===== src/rtl/mul8_acc_pkg.sv =====
// Shared types and constants for the mul8 product accumulator stage.
package mul8_acc_pkg;

  localparam int PROD_W        = 16;
  localparam int ACC_W_DEF     = 24;
  localparam int MAX_TERMS_DEF = 256;

  typedef enum logic [1:0] {
    IDLE  = 2'd0,
    ACCUM = 2'd1,
    HOLD  = 2'd2
  } acc_state_e;

endpackage


===== src/rtl/mul8_acc_stage_if.sv =====
// Product-in / group-result-out handshake bundle for mul8_acc_stage.
interface mul8_acc_stage_if
  import mul8_acc_pkg::*;
#(
  parameter int ACC_W = ACC_W_DEF,
  parameter int CNT_W = $clog2(MAX_TERMS_DEF + 1)
);

  logic              prod_valid;
  logic              prod_ready;
  logic [PROD_W-1:0] prod_data;
  logic              prod_last;
  logic              acc_valid;
  logic              acc_ready;
  logic [ACC_W-1:0]  acc_data;
  logic [CNT_W-1:0]  acc_count;
  logic              acc_ovf;

  // master: product source and result consumer; slave: the accumulator stage
  modport master (
    output prod_valid, prod_data, prod_last, acc_ready,
    input  prod_ready, acc_valid, acc_data, acc_count, acc_ovf
  );

  modport slave (
    input  prod_valid, prod_data, prod_last, acc_ready,
    output prod_ready, acc_valid, acc_data, acc_count, acc_ovf
  );

endinterface


===== src/rtl/mul8_acc_add.sv =====
// Accumulator adder with carry-out; MUL8_ACC_SAT_EN clamps the sum to all-ones on carry.
module mul8_acc_add
  import mul8_acc_pkg::*;
#(
  parameter int ACC_W = ACC_W_DEF
) (
  input  logic [ACC_W-1:0]  acc,
  input  logic [PROD_W-1:0] prod,
  output logic [ACC_W-1:0]  sum,
  output logic              carry
);

  logic [ACC_W:0] full_sum;

  assign full_sum = {1'b0, acc} + (ACC_W + 1)'(prod);
  assign carry    = full_sum[ACC_W];

`ifdef MUL8_ACC_SAT_EN
  // Once clamped, any further nonzero product carries again, so the sum stays pinned.
  assign sum = carry ? {ACC_W{1'b1}} : full_sum[ACC_W-1:0];
`else
  assign sum = full_sum[ACC_W-1:0];
`endif

endmodule


===== src/rtl/mul8_acc_stage.sv =====
// Sums groups of mul8 products (closed by last or MAX_TERMS) and presents one result per group.
// Optional build macro MUL8_ACC_SAT_EN selects saturating instead of wrapping accumulation.
module mul8_acc_stage
  import mul8_acc_pkg::*;
#(
  parameter int ACC_W     = ACC_W_DEF,
  parameter int MAX_TERMS = MAX_TERMS_DEF,
  parameter int CNT_W     = $clog2(MAX_TERMS + 1)
) (
  input  logic             clk,
  input  logic             rst,
  mul8_acc_stage_if.slave  bus
);

  localparam bit SINGLE_TERM = (MAX_TERMS == 1);

  acc_state_e       state_reg, state_next;
  logic [ACC_W-1:0] acc_reg, acc_next;
  logic [CNT_W-1:0] count_reg, count_next;
  logic             ovf_reg, ovf_next;
  logic             valid_reg, valid_next;

  logic             prod_ready;
  logic             in_xfer;
  logic             out_xfer;
  logic [CNT_W-1:0] count_inc;
  logic [ACC_W-1:0] add_sum;
  logic             add_carry;

  mul8_acc_add #(.ACC_W(ACC_W)) u_add (
    .acc   (acc_reg),
    .prod  (bus.prod_data),
    .sum   (add_sum),
    .carry (add_carry)
  );

  assign prod_ready = (state_reg != HOLD);
  assign in_xfer    = bus.prod_valid && prod_ready;
  assign out_xfer   = valid_reg && bus.acc_ready;
  assign count_inc  = count_reg + CNT_W'(1);

  always_comb begin
    state_next = state_reg;
    acc_next   = acc_reg;
    count_next = count_reg;
    ovf_next   = ovf_reg;
    case (state_reg)
      IDLE: begin
        if (in_xfer) begin
          acc_next   = ACC_W'(bus.prod_data);
          count_next = CNT_W'(1);
          ovf_next   = 1'b0;
          state_next = (bus.prod_last || SINGLE_TERM) ? HOLD : ACCUM;
        end
      end
      ACCUM: begin
        if (in_xfer) begin
          acc_next   = add_sum;
          count_next = count_inc;
          if (add_carry) begin
            ovf_next = 1'b1;
          end
          state_next = (bus.prod_last || (count_inc == CNT_W'(MAX_TERMS))) ? HOLD : ACCUM;
        end
      end
      HOLD: begin
        if (out_xfer) begin
          state_next = IDLE;
        end
      end
      default: state_next = IDLE;
    endcase
    // acc_valid is registered by tracking entry into HOLD one cycle ahead.
    valid_next = (state_next == HOLD);
  end

  always_ff @(posedge clk or posedge rst) begin
    if (rst) begin
      state_reg <= IDLE;
      acc_reg   <= '0;
      count_reg <= '0;
      ovf_reg   <= 1'b0;
      valid_reg <= 1'b0;
    end else begin
      state_reg <= state_next;
      acc_reg   <= acc_next;
      count_reg <= count_next;
      ovf_reg   <= ovf_next;
      valid_reg <= valid_next;
    end
  end

  assign bus.prod_ready = prod_ready;
  assign bus.acc_valid  = valid_reg;
  assign bus.acc_data   = acc_reg;
  assign bus.acc_count  = count_reg;
  assign bus.acc_ovf    = ovf_reg;

endmodule

===== src/flat_wrapper.sv =====
// flat-port wrapper written by rule: the top's interface ports become plain ports
module mul8_acc_stage_flat import mul8_acc_pkg::*;
#(
  parameter int ACC_W     = ACC_W_DEF,
  parameter int MAX_TERMS = MAX_TERMS_DEF,
  parameter int CNT_W     = $clog2(MAX_TERMS + 1)
)
  (clk, rst, bus_prod_valid, bus_prod_data, bus_prod_last, bus_acc_ready, bus_prod_ready, bus_acc_valid, bus_acc_data, bus_acc_count, bus_acc_ovf);
  mul8_acc_stage_if #(.ACC_W(ACC_W), .CNT_W(CNT_W)) bus_i ();
  input  logic clk;
  input  logic rst;
  input wire logic [$bits(bus_i.prod_valid)-1:0] bus_prod_valid;
  input wire logic [$bits(bus_i.prod_data)-1:0] bus_prod_data;
  input wire logic [$bits(bus_i.prod_last)-1:0] bus_prod_last;
  input wire logic [$bits(bus_i.acc_ready)-1:0] bus_acc_ready;
  output wire logic [$bits(bus_i.prod_ready)-1:0] bus_prod_ready;
  output wire logic [$bits(bus_i.acc_valid)-1:0] bus_acc_valid;
  output wire logic [$bits(bus_i.acc_data)-1:0] bus_acc_data;
  output wire logic [$bits(bus_i.acc_count)-1:0] bus_acc_count;
  output wire logic [$bits(bus_i.acc_ovf)-1:0] bus_acc_ovf;
  assign bus_i.prod_valid = bus_prod_valid;
  assign bus_i.prod_data = bus_prod_data;
  assign bus_i.prod_last = bus_prod_last;
  assign bus_i.acc_ready = bus_acc_ready;
  assign bus_prod_ready = bus_i.prod_ready;
  assign bus_acc_valid = bus_i.acc_valid;
  assign bus_acc_data = bus_i.acc_data;
  assign bus_acc_count = bus_i.acc_count;
  assign bus_acc_ovf = bus_i.acc_ovf;
  mul8_acc_stage #(.ACC_W(ACC_W), .MAX_TERMS(MAX_TERMS), .CNT_W(CNT_W)) u_core (.clk(clk), .rst(rst), .bus(bus_i));
endmodule

===== config.mk =====
export PLATFORM = sky130hd
export DESIGN_NAME = mul8_acc_stage_flat
export DESIGN_NICKNAME = d
export VERILOG_FILES = /design/src/rtl/mul8_acc_pkg.sv /design/src/rtl/mul8_acc_stage_if.sv /design/src/rtl/mul8_acc_add.sv /design/src/rtl/mul8_acc_stage.sv /design/src/flat_wrapper.sv
export SDC_FILE = /design/constraint.sdc
export NUM_CORES = 1
export LEC_CHECK = 0
export ABC_AREA = 0
export CORE_MARGIN = 2
export CORE_UTILIZATION = 40
export DETAILED_ROUTE_END_ITERATION = 8
export PLACE_DENSITY = 0.73
export SYNTH_ARGS = -nofsm -noshare
export SYNTH_HDL_FRONTEND = slang
export SYNTH_SLANG_ARGS = --single-unit

===== constraint.sdc =====
create_clock -name clk -period 3.5 [get_ports clk]
set_input_delay 0.525 -clock clk [delete_from_list [all_inputs] [get_ports clk]]
set_output_delay 0.525 -clock clk [all_outputs]
set_load 0.02 [all_outputs]

==> impl_results.md, run 1 <==
* Fin nets at 385
* Die width at between 80 and 90 um
* Critical path peak fanout at 8
* # fillers at between 600 and 700
* Critical Path End Type: flop
* Core area at around 6700 um^2
* Hold path start: u_core.state_reg[1]$_DFF_PP0_
* Number of flops mapped to enable cells by yosys at 0
* Ant diodes at 0
* Sequential element share of the synthesized area at about a third
* Layout cell share with drive strength beyond 1 at 9.22%
* Slowest cell delay on critical path at approximately 0.45 ns
* Slew Viols, Final at 0
* Multi-input gate area at about 1700 um^2
* Slowest CP cell: fa_1
* Met1 Wirelength at 3050 um
* Yosys cell types at approximately 70
* Tightest Hold Check Type: flop to flop
* Setup bufs post-CTS at 0
* WL met2 at 3310 um
* Final wirelength at about 6700 um
* Drt first pass iters at 4
* Path depth of the worst reg2reg path at 9
* Overall power at approximately 2.8 mW
* Hold Crit Endpoint: u_core.state_reg[0]$_DFF_PP0_
* Area grow syn2layout at 26.4%
* # DRC at 0
* Vias at 2466
* Pre-CTS WS at between 0.3 and 0.4 ns
* Post-Syn Nets at 334
* Deepest clock path buffer count at 2
* Post-synthesis mux area share at under 10%
* Top sig layer: met4
* Max VDD drop at approximately 0.46 mV
* Setup WS post-layout at 0.645 ns
* Flops & latches, synth at 37
* Htree depth at 2
* First-pass GRT wire length at around 12000 um
* Min Tclk post-route at between 2 and 3 ns
* Top cell type by total area after synthesis: dfrtp_1
* Synthesis Warnings at 0
* Metal3 WL at roughly 250 um
* Crit path cell chain: clkdlybuf4s50_1 > ha_1 > fa_1 > a211oi_2 > o21ai_2 > nand4_2 > a21oi_4 > a311oi_4 > mux2_1 > nand2_1
* Clock skew after layout at around 0.012 ns
* Fmax at around 350 MHz
* DP Wirelength at approximately 4800 um
* PD cells at ~810 nW/um^2
* CTS tree: yes
* RSZ-0062 raised after global routing: false
* Asr flop ratio synth at 100%
* Vias/cell at about 5.8
* Post-synthesis cell count at around 300
* Simple-gate share of the synthesized area at about a fifth
* Main synth FF type: dfrtp_1
* Largest cells by area after synthesis: dfrtp_1, ha_1, mux2i_1
* Adder-cell share of the synthesized area at 8.47%
* GRT Overall Usage at 18.9%
* Critical path type: input port to flop
* Slew headroom at between 50% and 60%
* Number of global-route vias before repair at between 2k and 2.5k
* Std cell rows at 30
* Outcome: finished clean
* Cts repair resizes at 0
* Die area at approximately 7500 um^2
* Setup_tns at 0 ns
* Compound-Gate Fraction of Synth Area at 26.1%
* Ports at 57
* Largest net degree at the start of global routing at 38
* Clock sink count at 37
* Hold buffers post-CTS at 0
* Die Ht at approximately 87 um
* Main combinational cell family by area after synthesis: compound AO/OA/AOI/OAI gates
* Global route overflow at 0
* Reg2reg end: u_core.bus.acc_data[22]$_DFFE_PP0P_
* Worst Hold Depth at 1
* Critical Path AT at approximately 3.1 ns
* Antenna-violating nets left at 0
* R2r setup slk at 0.89 ns
* Leakage at around 1.5 nW
* Final Core Density at 51.7%
* Synthesized area per cell at around 9.3 um^2
* Gpl congestion at a little over 0.8
* Synth Cell Area at roughly 2700 um^2
* Tcrit/Tclk final at between 80% and 90%
* Clk_lat worst skew at 0.30 ns
* Clock transition at the registers of the reported paths at approximately 0.090 ns
* CTS Root Cell: clkbuf_8
* Max Cap Violations at 0
* Hold Fails Final Rpt at 0
* Critical Path RT at 3.75 ns
* # setup viols final at 0
* Total CTS buffers at 5
* Worst Setup Start Kind: input port
* Hold_ws at approximately 0.48 ns
* Post-synth top area share at about 34%
* Worst-margin pin slew at 0.663 ns
* Max reg flops at 24
* DRT iter0 DRCs at between 100 and 150
* PortBufs at 56
* Reg area at ~930 um^2
* RR Startpoint: u_core.bus.acc_data[0]$_DFFE_PP0P_
* Xor/xnor cell area share of the yosys netlist at under 10%
* Initial Util at around two fifths
* Drt wl/cell at between 15 and 20 um
* Initial antenna violation count at 0
## worst max-delay path: cells and delay by family
kind                       cells  cell delay (ns)
muxes                          1             0.36
AOI/OAI and AO/OA              4             0.91
buffers and inverters          1             0.42
adders and majority gates      2             0.69
and+or+nand+nor                2             0.18
## placed cells by master (no fill, tap or decap), types with 3 or more instances in the layout
cell type	n
a21o_1	4
a21oi_1	20
a22o_1	4
and3_1	3
buf_4	4
clkbuf_8	6
clkdlybuf4s50_1	56
dfrtp_1	37
ha_1	17
inv_1	4
mux2i_1	13
nand2_1	31
nand3_1	14
nand4_1	6
nor2_1	16
nor2b_1	4
nor3b_1	6
o211ai_1	4
o21ai_0	23
o21bai_1	3
o221ai_1	3
xnor2_1	7
xor2_1	3
## layout make-up
| type | instances | share of cell area [%] |
|---|---|---|
| inverters | 4 | 0.433 |
| clock buffers | 6 | 2.38 |
| repair buffers | 60 | 17.0 |
| well taps | 80 | 2.88 |
| flip-flops and latches | 37 | 26.7 |
| multi-input cells | 238 | 49.5 |
| clock inverters | 2 | 1.08 |
## cell families after synthesis
kind of cell    Yosys count
compound gates           95
xor+xnor                 10
fa+ha+maj                18
buf+inv                  20
flops                    37
mux                      16
simple gates             99
## through the flow
step	instance area (um^2)	cells
floorplan	2750	295
global placement	3350	419
detailed placement	3350	419
CTS	3470	427
global route	3470	427
finish	3470	427
## synthesized netlist by cell type, drive strengths merged (5+ instances only)
| cell | number |
|---|---|
| a21oi | 22 |
| o211ai | 5 |
| xnor2 | 7 |
| mux2i | 13 |
| nand2 | 31 |
| ha | 17 |
| nand3 | 14 |
| dfrtp | 37 |
| a21o | 5 |
| o21ai | 26 |
| nor2 | 16 |
| nor3b | 6 |
| and3 | 5 |
| clkbuf | 12 |
| nand4 | 7 |
## report_power, final
| group | total (mW) | internal [mW] | switching, mW |
|---|---|---|---|
| Clock | 0.404 | 0.232 | 0.172 |
| Combinational | 1.67 | 0.745 | 0.921 |
| Sequential | 0.727 | 0.563 | 0.164 |
## how the worst max path moves through the flow
stage / from / to / slack [ns] / cells past startpoint
floorplan: bus_prod_data[0] / u_core.bus.acc_data[22]$_DFFE_PP0P_ / 0.97 / 9
global placement: bus_prod_data[0] / u_core.bus.acc_data[22]$_DFFE_PP0P_ / 0.39 / 10
detailed placement: bus_prod_data[0] / u_core.bus.acc_data[22]$_DFFE_PP0P_ / 0.33 / 10
CTS: bus_prod_data[0] / u_core.bus.acc_data[22]$_DFFE_PP0P_ / 0.64 / 10
global route: bus_prod_data[0] / u_core.bus.acc_data[22]$_DFFE_PP0P_ / 0.47 / 10
finish: bus_prod_data[0] / u_core.bus.acc_data[22]$_DFFE_PP0P_ / 0.64 / 10
## layer usage
layer | vias up | global-route usage [%]
met2 | 51 | 32.3
met4 | 0 | 4.69
met5 | - | 0
met3 | 5 | 3.89
li1 | 1219 | -
met1 | 1191 | 24.3
Power figures use the tool's default switching activity.
==> run 2: changes to the inputs <==
--- a/config.mk
+++ b/config.mk
@@ -9,7 +9,7 @@
 export CORE_MARGIN = 2
 export CORE_UTILIZATION = 40
 export DETAILED_ROUTE_END_ITERATION = 8
-export PLACE_DENSITY = 0.73
+export PLACE_DENSITY = 0.75
 export SYNTH_ARGS = -nofsm -noshare
 export SYNTH_HDL_FRONTEND = slang
 export SYNTH_SLANG_ARGS = --single-unit
==> constraint.sdc (replaced) <==
create_clock -name clk -period 2.3 [get_ports clk]
set_input_delay 0.345 -clock clk [delete_from_list [all_inputs] [get_ports clk]]
set_output_delay 0.345 -clock clk [all_outputs]
set_load 0.02 [all_outputs]
==> run 2 against run 1 <==
The run now ends with negative setup slack left. Non-clock buffer count is 52 higher. Critical path depth is 1 higher. Sequential power is 53% higher. Register-to-register slack worse by 0.94 ns. Critical path type is now flop to flop. Highest routed layer unchanged.
==> impl_results.md, run 2 (synthesized netlist as in run 1, its figures left out) <==
* Outcome: complete, but fails checks (was finished clean)
* Violated checks: negative setup slack
* Ant diodes at 0 (unchanged)
* Number of buffers and inverters on the critical path at 3 (was 1)
* Tightest Hold Check Type: input port to asynchronous set/reset pin (was flop to flop)
* Antenna-violating nets left at 0 (unchanged)
* Worst Setup Start Kind: flop (was input port)
* Layout cell share with drive strength beyond 1 at 27.6% (was 9.22%)
* Setup WS post-layout at -0.0501 ns (was 0.645 ns)
* RR Startpoint: u_core.bus.acc_data[1]$_DFFE_PP0P_ (was u_core.bus.acc_data[0]$_DFFE_PP0P_)
* Min Tclk post-route at around 2.4 ns
* Area after DPL at 3720 um^2 (was 3350 um^2)
* Critical Path End Type: flop (unchanged)
* Global route overflow at 0 (unchanged)
* Deepest clock path buffer count at 2 (unchanged)
* Crit path cell chain: buf_6 > fa_2 > a211oi_4 > o21ai_4 > nand4_4 > a21oi_4 > buf_6 > buf_6 > xor2_1 > mux2i_1 > o21ai_1 (was clkdlybuf4s50_1 > ha_1 > fa_1 > a211oi_2 > o21ai_2 > nand4_2 > a21oi_4 > a311oi_4 > mux2_1 > nand2_1)
* Commonest non-fill, non-tap cell in the layout: buf_4 (was clkdlybuf4s50_1)
* Number of global-route vias before repair at 2676 (was 2479)
* Vias at 2729 (was 2466)
* Vias/cell at 5.70 (was 5.78)
* Cell mode on critical path: buf_6
* Fin nets at 437 (was 385)
* Die area at 7540 um^2 (unchanged)
* Drt wl/cell at 16.0 um (was 15.6 um)
* Overall power at 5.31 mW (was 2.80 mW)
* Hold Fails Final Rpt at 0 (unchanged)
* Leakage at 1.80 nW (was 1.47 nW)
* Max VDD drop at 0.707 mV (was 0.458 mV)
* Critical Path End: u_core.bus.acc_data[12]$_DFFE_PP0P_ (was u_core.bus.acc_data[22]$_DFFE_PP0P_)
* Clock transition at the registers of the reported paths at 0.08 ns (was 0.09 ns)
* # DRC at 0 (unchanged)
* PortBufs at 56 (unchanged)
* R2r setup slk at -0.05 ns (was 0.89 ns)
* RSZ-0062 raised after global routing: true (was false)
* PD cells at 1300 nW/um^2 (was 806 nW/um^2)
* Critical Path AT at 2.54 ns (was 3.10 ns)
* Initial Util at 40.9% (unchanged)
* Path depth of the worst reg2reg path at 11 (was 9)
* Hold buffers post-CTS at 0 (unchanged)
* Tcrit/Tclk final at 102%
* Critical Path RT at 2.49 ns (was 3.75 ns)
* CP top delay family: compound AO/OA/AOI/OAI gates (unchanged)
* First-pass GRT wire length at 12300 um (was 11600 um)
* Worst setup startpoint: u_core.bus.acc_data[1]$_DFFE_PP0P_ (was bus_prod_data[0])
* Clock skew after layout at 0.00910 ns (was 0.0121 ns)
* Max Cap Violations at 0 (unchanged)
* CTS tree: yes (unchanged)
* Std cell rows at 30 (unchanged)
* DRT iter0 DRCs at 148 (was 133)
* Area grow syn2layout at 49.3% (was 26.4%)
* Initial antenna violation count at 0 (unchanged)
* Reg2reg end: u_core.bus.acc_data[12]$_DFFE_PP0P_ (was u_core.bus.acc_data[22]$_DFFE_PP0P_)
* Largest net degree at the start of global routing at 38 (unchanged)
* Worst-margin pin slew at 0.514 ns (was 0.663 ns)
* Slew headroom at 65.8% (was 55.8%)
* Critical path peak fanout at 3 (was 8)
* Drt first pass iters at 4 (unchanged)
* Setup_tns at -0.0965 ns (was 0 ns)
* Die width at 86.9 um (unchanged)
* Die Ht at 86.9 um (unchanged)
* Final Core Density at 61.0% (was 51.7%)
* DP Wirelength at 5270 um (was 4820 um)
* Slowest cell delay on critical path at 0.46 ns (was 0.45 ns)
* # setup viols final at 2 (was 0)
* Gpl congestion at 0.841 (was 0.821)
* Clk_lat worst skew at 0.30 ns (about the same)
* Htree depth at 2 (unchanged)
* Fmax at around 430 MHz
* Total CTS buffers at 5 (unchanged)
* Core area at 6720 um^2 (unchanged)
* Hold_ws at 0.473 ns (was 0.478 ns)
* Slowest CP cell: dfrtp_2 (was fa_1)
* Post-Layout Cell Count at 479 (was 427)
* Commonest non-fill, non-tap cells in the layout: buf_4, clkdlybuf4s50_1, dfrtp_1, nand2_1, o21ai_0 (was clkdlybuf4s50_1, dfrtp_1, nand2_1, o21ai_0, a21oi_1)
* Final wirelength at 7650 um (was 6660 um)
* Clock sink count at 37 (unchanged)
* Pre-CTS WS at -0.536 ns (was 0.326 ns)
* Critical path depth at 11 (was 10)
* Critical path type: flop to flop (was input port to flop)
* GRT Overall Usage at 20.1% (was 18.9%)
* Post-route cell area at 4100 um^2 (was 3470 um^2)
* CTS Root Cell: clkbuf_8 (unchanged)
* Max reg flops at 24 (unchanged)
* Slew Viols, Final at 0 (unchanged)
* Placed insts at 465 (was 419)
* Ports at 57 (unchanged)
[run 2: cell count changes in the layout (fill, tap and decap cells not counted), sizes merged]
cell,before,now
buf,4,56
clkdlybuf4s50,56,48
dlygate4sd2,0,5
dlymetal6s2s,0,3
clkbuf,6,5
clkinv,0,1
[run 2: area by class of cell]
cell class | count | area, um^2
clock inverter | 3 | 46.3
fill | 564 | 2620
sequential | 37 | 928
multi-input combinational | 238 | 1940
tap | 80 | 100
inverter | 4 | 15.0
clock buffer | 5 | 68.8
timing repair buffer | 112 | 1000
[run 2: metal layers]
layer	GRT usage, %	wire (um)
met5	0	0
met1	26.0	3300
met2	34.5	3980
met4	4.69	81
met3	3.89	283
[run 2: how the worst min path moves through the flow]
| stage | endpoint | slack, ns | cells after the start |
|---|---|---|---|
| after floorplan | u_core.state_reg[0]$_DFF_PP0_ | 0.44 | 1 |
| after global placement | u_core.state_reg[0]$_DFF_PP0_ | 0.45 | 1 |
| after detailed placement | u_core.state_reg[0]$_DFF_PP0_ | 0.47 | 1 |
| after CTS | u_core.state_reg[0]$_DFF_PP0_ | 0.48 | 1 |
| after global routing | u_core.state_reg[0]$_DFF_PP0_ | 0.50 | 1 |
| final | u_core.bus.acc_data[0]$_DFFE_PP0P_ | 0.47 | 3 |
[run 2: worst min-delay path, stage by stage]
cell and delay (ns):
clkdlybuf4s50_1 0.40, inv_1 0.05, buf_4 0.42
[run 2: power breakdown]
group	internal, mW	leakage (nW)	switching [mW]
registers	0.860	0.476	0.254
logic	1.85	1.27	1.75
clock network	0.325	0.0543	0.270
[run 2: repair_timing]
item,CTS,global route
pin swaps,13,17
gates resized for setup,17,30
setup buffers,5,2
setup endpoints to repair,14,14
